## src/rtl/uart_rx.sv

```systemverilog
// UART receiver: 8 data bits, LSB first, one stop bit, mid-bit sampling at CLKS_PER_BIT rx_clk cycles per bit.
// Define UART_RX_PARITY_EN to expect an even-parity bit between the data and the stop bit.
module uart_rx #(
    parameter int unsigned CLKS_PER_BIT = 87
) (
    input  logic       rx_clk,
    input  logic       rx_rst,
    input  logic       rx_serial,
    output logic [7:0] rx_data_out,
    output logic       rx_data_valid,
    output logic       rx_frame_err,
    output logic       rx_parity_err
);

    localparam logic [7:0] BIT_LAST = 8'(CLKS_PER_BIT - 1);
    localparam logic [7:0] HALF_BIT = 8'((CLKS_PER_BIT - 1) / 2);

    typedef enum logic [2:0] {
        RX_IDLE       = 3'd0,
        RX_START_BIT  = 3'd1,
        RX_DATA_BIT   = 3'd2,
        RX_PARITY_BIT = 3'd3,
        RX_STOP_BIT   = 3'd4,
        RX_CLEANUP    = 3'd5,
        RX_WAIT_HIGH  = 3'd6
    } rx_state_t;

    rx_state_t  state, state_next;
    logic       rx_meta, rx_s;
    logic [7:0] cnt, cnt_next;
    logic [2:0] idx, idx_next;
    logic [7:0] shift, shift_next;
    logic [7:0] data_next;
    logic       valid_next, ferr_next;
    logic [1:0] flush;
    logic       armed, armed_next;
`ifdef UART_RX_PARITY_EN
    logic       par_bit, par_next;
    logic       perr_next;
`endif

    always_ff @(posedge rx_clk) begin
        if (rx_rst) begin
            state         <= RX_IDLE;
            rx_meta       <= 1'b1;
            rx_s          <= 1'b1;
            cnt           <= '0;
            idx           <= '0;
            shift         <= '0;
            rx_data_out   <= '0;
            rx_data_valid <= 1'b0;
            rx_frame_err  <= 1'b0;
            flush         <= '0;
            armed         <= 1'b0;
`ifdef UART_RX_PARITY_EN
            par_bit       <= 1'b0;
            rx_parity_err <= 1'b0;
`endif
        end else begin
            rx_meta       <= rx_serial;
            rx_s          <= rx_meta;
            state         <= state_next;
            cnt           <= cnt_next;
            idx           <= idx_next;
            shift         <= shift_next;
            rx_data_out   <= data_next;
            rx_data_valid <= valid_next;
            rx_frame_err  <= ferr_next;
            flush         <= {flush[0], 1'b1};
            armed         <= armed_next;
`ifdef UART_RX_PARITY_EN
            par_bit       <= par_next;
            rx_parity_err <= perr_next;
`endif
        end
    end

`ifndef UART_RX_PARITY_EN
    assign rx_parity_err = 1'b0;
`endif

    // After reset the line must be seen high (once the synchronizer has flushed its
    // reset value) before a start bit is accepted, so an interrupted frame's tail is ignored.
    assign armed_next = armed | (flush[1] & rx_s);

    always_comb begin
        state_next = state;
        cnt_next   = cnt;
        idx_next   = idx;
        shift_next = shift;
        data_next  = rx_data_out;
        valid_next = 1'b0;
        ferr_next  = 1'b0;
`ifdef UART_RX_PARITY_EN
        par_next   = par_bit;
        perr_next  = 1'b0;
`endif
        case (state)
            RX_IDLE: begin
                cnt_next = '0;
                idx_next = '0;
                if (!rx_s && armed) state_next = RX_START_BIT;
            end
            RX_START_BIT: begin
                if (cnt == HALF_BIT) begin
                    cnt_next   = '0;
                    state_next = rx_s ? RX_IDLE : RX_DATA_BIT;
                end else begin
                    cnt_next = cnt + 8'd1;
                end
            end
            RX_DATA_BIT: begin
                if (cnt == BIT_LAST) begin
                    cnt_next        = '0;
                    shift_next[idx] = rx_s;
                    if (idx == 3'd7) begin
                        idx_next = '0;
`ifdef UART_RX_PARITY_EN
                        state_next = RX_PARITY_BIT;
`else
                        state_next = RX_STOP_BIT;
`endif
                    end else begin
                        idx_next = idx + 3'd1;
                    end
                end else begin
                    cnt_next = cnt + 8'd1;
                end
            end
`ifdef UART_RX_PARITY_EN
            RX_PARITY_BIT: begin
                if (cnt == BIT_LAST) begin
                    cnt_next   = '0;
                    par_next   = rx_s;
                    state_next = RX_STOP_BIT;
                end else begin
                    cnt_next = cnt + 8'd1;
                end
            end
`endif
            RX_STOP_BIT: begin
                if (cnt == BIT_LAST) begin
                    cnt_next = '0;
                    if (rx_s) begin
                        data_next  = shift;
                        valid_next = 1'b1;
`ifdef UART_RX_PARITY_EN
                        perr_next  = ^{shift, par_bit};
`endif
                        state_next = RX_CLEANUP;
                    end else begin
                        ferr_next  = 1'b1;
                        state_next = RX_WAIT_HIGH;
                    end
                end else begin
                    cnt_next = cnt + 8'd1;
                end
            end
            RX_CLEANUP:   state_next = RX_IDLE;
            RX_WAIT_HIGH: if (rx_s) state_next = RX_IDLE;
            default:      state_next = RX_IDLE;
        endcase
    end

endmodule

```

## config.mk

```make
export PLATFORM = sky130hd
export DESIGN_NAME = uart_rx
export DESIGN_NICKNAME = d
export VERILOG_FILES = /design/src/rtl/uart_rx.sv
export SDC_FILE = /design/constraint.sdc
export NUM_CORES = 1
export LEC_CHECK = 0
export CELL_PAD_IN_SITES_DETAIL_PLACEMENT = 1
export CELL_PAD_IN_SITES_GLOBAL_PLACEMENT = 1
export CORE_ASPECT_RATIO = 1.2
export CORE_UTILIZATION = 40
export DETAILED_ROUTE_END_ITERATION = 8
export GPL_TIMING_DRIVEN = 0
export MAX_ROUTING_LAYER = met4
export PLACE_DENSITY = 0.76
export SLEW_MARGIN = 20
export SYNTH_ARGS = -nofsm -noshare
export SYNTH_HDL_FRONTEND = slang
export SYNTH_SLANG_ARGS = --single-unit
```

## constraint.sdc

```tcl
create_clock -name rx_clk -period 1.6 [get_ports rx_clk]
set_input_delay 0.16 -clock rx_clk [delete_from_list [all_inputs] [get_ports rx_clk]]
set_output_delay 0.16 -clock rx_clk [all_outputs]
set_load 0.02 [all_outputs]
```

==> run summary, run 1 <==
outcome: finished, violations left
failing checks: negative setup slack
R2R Setup Slk: -0.16 ns
CTS H-tree lvls: 2
total CTS buffers: 5
vias after detailed routing: 1661
flip-flop and latch count after synthesis: 37
largest net degree at the start of global routing: 14
Slew Viols, Final: 0
Final setup viols: 19
CP delay by family, top: compound AO/OA/AOI/OAI gates
Mapped Cells: 198
maxcap violations: 0
commonest cells after routing, fill and taps aside: 31 x nand2_1, 30 x dfxtp_1, 21 x buf_4
Iter 0 DRT Violations: 44
clock-pin slew on the worst setup and hold paths: 0.08 ns
Final GP Congestion: 0.776
Layout Nets: 244
Crit. End Element: register
# rows: 26
clk root buf: clkbuf_8
fin crit period: 1.76 ns
first-pass GRT wire length: 8.24 mm
worst-path fanout max: 8
R2R Path End: cnt[0]
initial antenna violation count: 0
CP max-delay cell: nor3b_1
commonest non-fill, non-tap cell in the layout: nand2_1
Post-route DRC: 0
post-layout util: 58.1%
pwr dens: 917 nW/um2
HP Class: reg -> reg
VDD IR max: 0.000527 V
Post-synth EDFFs: 0
final setup TNS: -1.13 ns
vias in the first global route: 1743
Final Hold Fails: 0
Starting Density: 42.2%
Crit path arrival time: 1.94 ns
area grow syn2layout: 37.7%
Cell Chain, Critical Path: buf_6 -> buf_4 -> nor3b_1 -> o21ai_1 -> a311oi_1
Avg WL per Cell: 18.7 um
port bufs: 12
hold path cells: 1
I/O pin cnt: 14
reg2reg start: state[1]
worst hold-check slack: 0.410 ns
diode count: 0
Worst path max stage delay: 0.39 ns
total global routing track utilization: 23.5%
clock tree sinks: 37
Netlist cell types: 52
DP Wirelength: 3.07 mm
Synth warnings: 0
Worst Path Buf+Inv: 2
core area: 4290 um2
Clock Latency Late Sink: 0.29 ns
Final Non-Filler Cells: 294
share of layout cells above drive strength 1: 31.1%
Clock Skews: 0.00349 ns
Longest Clk Path Bufs: 2
RSZ-0062 raised after global routing: yes
Tot Pwr: 2.29 mW
Initial DRT Pass Iterations: 4
Tcrit/Tclk final: 110%
# placed instances: 266
WS Path Type: reg -> reg
Mean Syn Cell Area: 9.16 um2
Worst slew margin: 56.1%
GRT overflow: 0
DIE AREA: 4810 um2
hold path endpoint: rx_s
Setup Slack @ Placement: -0.264 ns
Max Clk Rate: 569 MHz
final wirelength: 5.49 mm
fin worst setup slack: -0.156 ns
hold-fix buffers at CTS: 0
Die Y: 75.8 um
critical path required time: 1.78 ns
Slew @ Worst Pin: 0.658 ns
register area share after synthesis: 40.9%
R2R cell count: 5
CTS tree: yes
Final ANT Viol Nets: 0
vias per cell: 5.65
Lkg Pwr: 1.04 nW
die width: 63.5 um
Layout fillers: 496
asr flop ratio synth: 0%
hold path startpoint: rx_meta
post-placement cell area: 2030 um2
syn nets: 205
Netlist Area Pre-Place: 1810 um2
dominant synthesized flop cell: dfxtp_1
Setup crit start kind: register
post-route cell area: 2500 um2
-- worst max-delay path by stage --
| stage | startpoint | to | slack, ns | depth (start not counted) |
|---|---|---|---|---|
| global placement | rx_rst | rx_data_out[6] | -0.21 | 4 |
| detailed placement | rx_rst | rx_data_valid | -0.26 | 4 |
| finish | state[1] | cnt[0] | -0.16 | 5 |
| global route | state[1] | cnt[0] | -0.20 | 5 |
| CTS | cnt[1] | state[2] | -0.05 | 5 |
| floorplan | cnt[0] | state[0] | -0.01 | 7 |
-- cell families after synthesis --
kind of cell	synth area share [%]
simple gates	27.3
flops	40.9
compound gates	14.6
mux	8.83
buf+inv	3.93
fa+ha+maj	3.31
xor+xnor	0.966
other cells	0.207
-- synthesized netlist by cell type, types with 5 or more instances --
library cell	number	share of area, %
nor2b_1	5	1.7
a21oi_1	6	1.7
o221ai_1	6	2.9
dfxtp_1	37	41
nor2_1	14	2.9
nand2_1	32	6.6
mux2i_1	16	8.8
-- where the power goes --
| part | switching [mW] | leakage, nW | internal, mW |
|---|---|---|---|
| combinational | 0.181 | 0.666 | 0.142 |
| clock | 0.365 | 0.0687 | 0.628 |
| sequential | 0.0342 | 0.304 | 0.937 |
| total | 0.581 | 1.04 | 1.71 |
-- registers in the layout, summed over array words and instances, names as in the netlist --
register	flops
cnt	8
flush	2
rx_data_valid	1
rx_meta	1
rx_data_out	8
state	3
armed	1
shift	8
rx_frame_err	1
idx	3
rx_s	1
-- routing by layer --
layer	track usage (%)	wire length, um	up-vias
met3	4.04	113	13
met5	-	0	-
li1	-	-	784
met1	22.1	2160	831
met2	46.6	3100	33
met4	11.1	125	0
-- layout make-up --
type                    count  area (um2)  share of cell area, %
multi-input cells         145        1140                   45.8
flip-flops and latches     37         762                   30.5
repair buffers             33         285                   11.4
plain buffers              10        80.1                   3.21
well taps                  56        70.1                   2.81
clock buffers               5        68.8                   2.76
clock inverters             3        68.8                   2.76
inverters                   5        18.8                  0.752
-- repair_timing --
action | 4_1_cts | 5_1_grt
buffers inserted | 15 | 6
resized for setup | 31 | 13
setup endpoints to repair | 28 | 32
pin swaps | 9 | 18
Note: power is estimated with default switching activity, not from simulation.
==> inputs of run 2 (changes only) <==
PLACE_DENSITY = 0.84   (was 0.76)
TNS_END_PERCENT = 10   (was not set)
==> run summary, run 2 (synthesis gave the netlist of run 1 again) <==
failing checks: negative setup slack
final wirelength: 4.79 mm
fin worst setup slack: -0.139 ns
total CTS buffers: 5
core area: 4290 um2
reg2reg start: cnt[0]
port bufs: 12
Longest Clk Path Bufs: 2
Final GP Congestion: 0.797
RSZ-0062 raised after global routing: yes
maxcap violations: 0
DIE AREA: 4810 um2
# rows: 26
die width: 63.5 um
Final Hold Fails: 0
Crit path arrival time: 1.93 ns
multi-input logic area: 1060 um2
vias in the first global route: 1555
Cell Chain, Critical Path: inv_2 -> ha_4 -> and4b_1 -> buf_6 -> a211oi_4 -> or3_4 -> o41ai_2
Crit. End Element: register
share of layout cells above drive strength 1: 24.1%
area grow syn2layout: 27.7%
Initial DRT Pass Iterations: 4
worst-path fanout max: 7
hold-fix buffers at CTS: 0
Setup crit start kind: register
critical path required time: 1.79 ns
Regs by FF count: cnt x8, rx_data_out x8, shift x8
Worst slew margin: 66.0%
Final Non-Filler Cells: 288
Worst Path Buf+Inv: 2
CP max-delay cell: or3_4
Die Y: 75.8 um
Avg WL per Cell: 16.6 um
CTS tree: yes
vias after detailed routing: 1580
I/O pin cnt: 14
VDD IR max: 0.000834 V
Iter 0 DRT Violations: 48
total global routing track utilization: 20.8%
Tcrit/Tclk final: 109%
WS Path Type: reg -> reg
Slew Viols, Final: 0
fin crit period: 1.74 ns
HP Class: reg -> reg
# placed instances: 266
Final setup viols: 13
Slew @ Worst Pin: 0.510 ns
CP delay by family, top: simple AND/OR/NAND/NOR gates
first-pass GRT wire length: 7.42 mm
clk root buf: clkbuf_8
initial antenna violation count: 0
pwr dens: 800 nW/um2
clock tree sinks: 37
DP Wirelength: 2.82 mm
outcome: finished, violations left
Worst path max stage delay: 0.41 ns
Clock Latency Late Sink: 0.30 ns
CTS H-tree lvls: 2
commonest non-fill, non-tap cell in the layout: nand2_1
clock-pin slew on the worst setup and hold paths: 0.07 ns
hold path startpoint: flush[0]
commonest cells after routing, fill and taps aside: 32 x nand2_1, 30 x dfxtp_1, 18 x buf_4
Lkg Pwr: 0.988 nW
Post-route DRC: 0
final setup TNS: -0.604 ns
Layout Nets: 240
Critical path origin: cnt[0]
Final ANT Viol Nets: 0
Layout fillers: 504
diode count: 0
Max Clk Rate: 575 MHz
vias per cell: 5.49
largest net degree at the start of global routing: 11
Clock Skews: 0.00722 ns
GRT overflow: 0
Starting Density: 42.2%
Seq. cell area: 762 um2
[run 2: timing repair]
action,in CTS,in global routing
endpoints found under the setup margin,28,31
resized for setup,23,7
pin swaps,9,6
setup buffers,13,4
endpoints found under the hold margin,0,0
[run 2: path summary, 6_finish.rpt]
| kind | cells past startpoint | to | slack [ns] |
|---|---|---|---|
| worst max register to register | 7 | state[2] | -0.14 |
| worst min-delay path | 1 | flush[1] | 0.44 |
| worst min register to register | 1 | flush[1] | 0.44 |
| worst max-delay path | 7 | state[2] | -0.14 |
[run 2: metrics by stage]
stage          power [mW]  hold WS (ns)  instance area (um2)  utilization (%)  setup slack [ns]
2_1_floorplan        1.14         0.257                 1830                -           -0.0124
3_5_place_dp         1.20         0.416                 2020             47.1            -0.235
4_1_cts              1.84         0.441                 2260             52.7           -0.0480
6_report             1.85         0.444                 2310             53.9            -0.139
5_1_grt              1.93         0.461                 2310             53.9            -0.195
3_3_place_gp         1.19         0.385                 2020             47.1            -0.242
[run 2: where the power goes]
| part | switching [mW] | internal (mW) | leakage (nW) | total, mW |
|---|---|---|---|---|
| Sequential | 0.0338 | 0.938 | 0.304 | 0.972 |
| Clock | 0.317 | 0.286 | 0.0399 | 0.603 |
| Combinational | 0.153 | 0.124 | 0.644 | 0.277 |
| Total | 0.504 | 1.35 | 0.988 | 1.85 |
[run 2: routing by layer]
layer / vias up / routed length [um] / GRT usage (%)
met4: 0 / 65 / 5.30
met5: - / 0 / -
met2: 19 / 2490 / 38.3
met3: 8 / 108 / 4.49
met1: 782 / 2130 / 22.9
li1: 771 / - / -
[run 2: cell type report]
type	instances	share of cell area, %
Buffer	10	3.19
Timing Repair Buffer	29	11.0
Clock inverter	1	0.216
Tap cell	56	3.03
Multi-Input combinational cell	145	45.8
Clock buffer	5	2.97
Sequential cell	37	32.9
Inverter	5	0.811
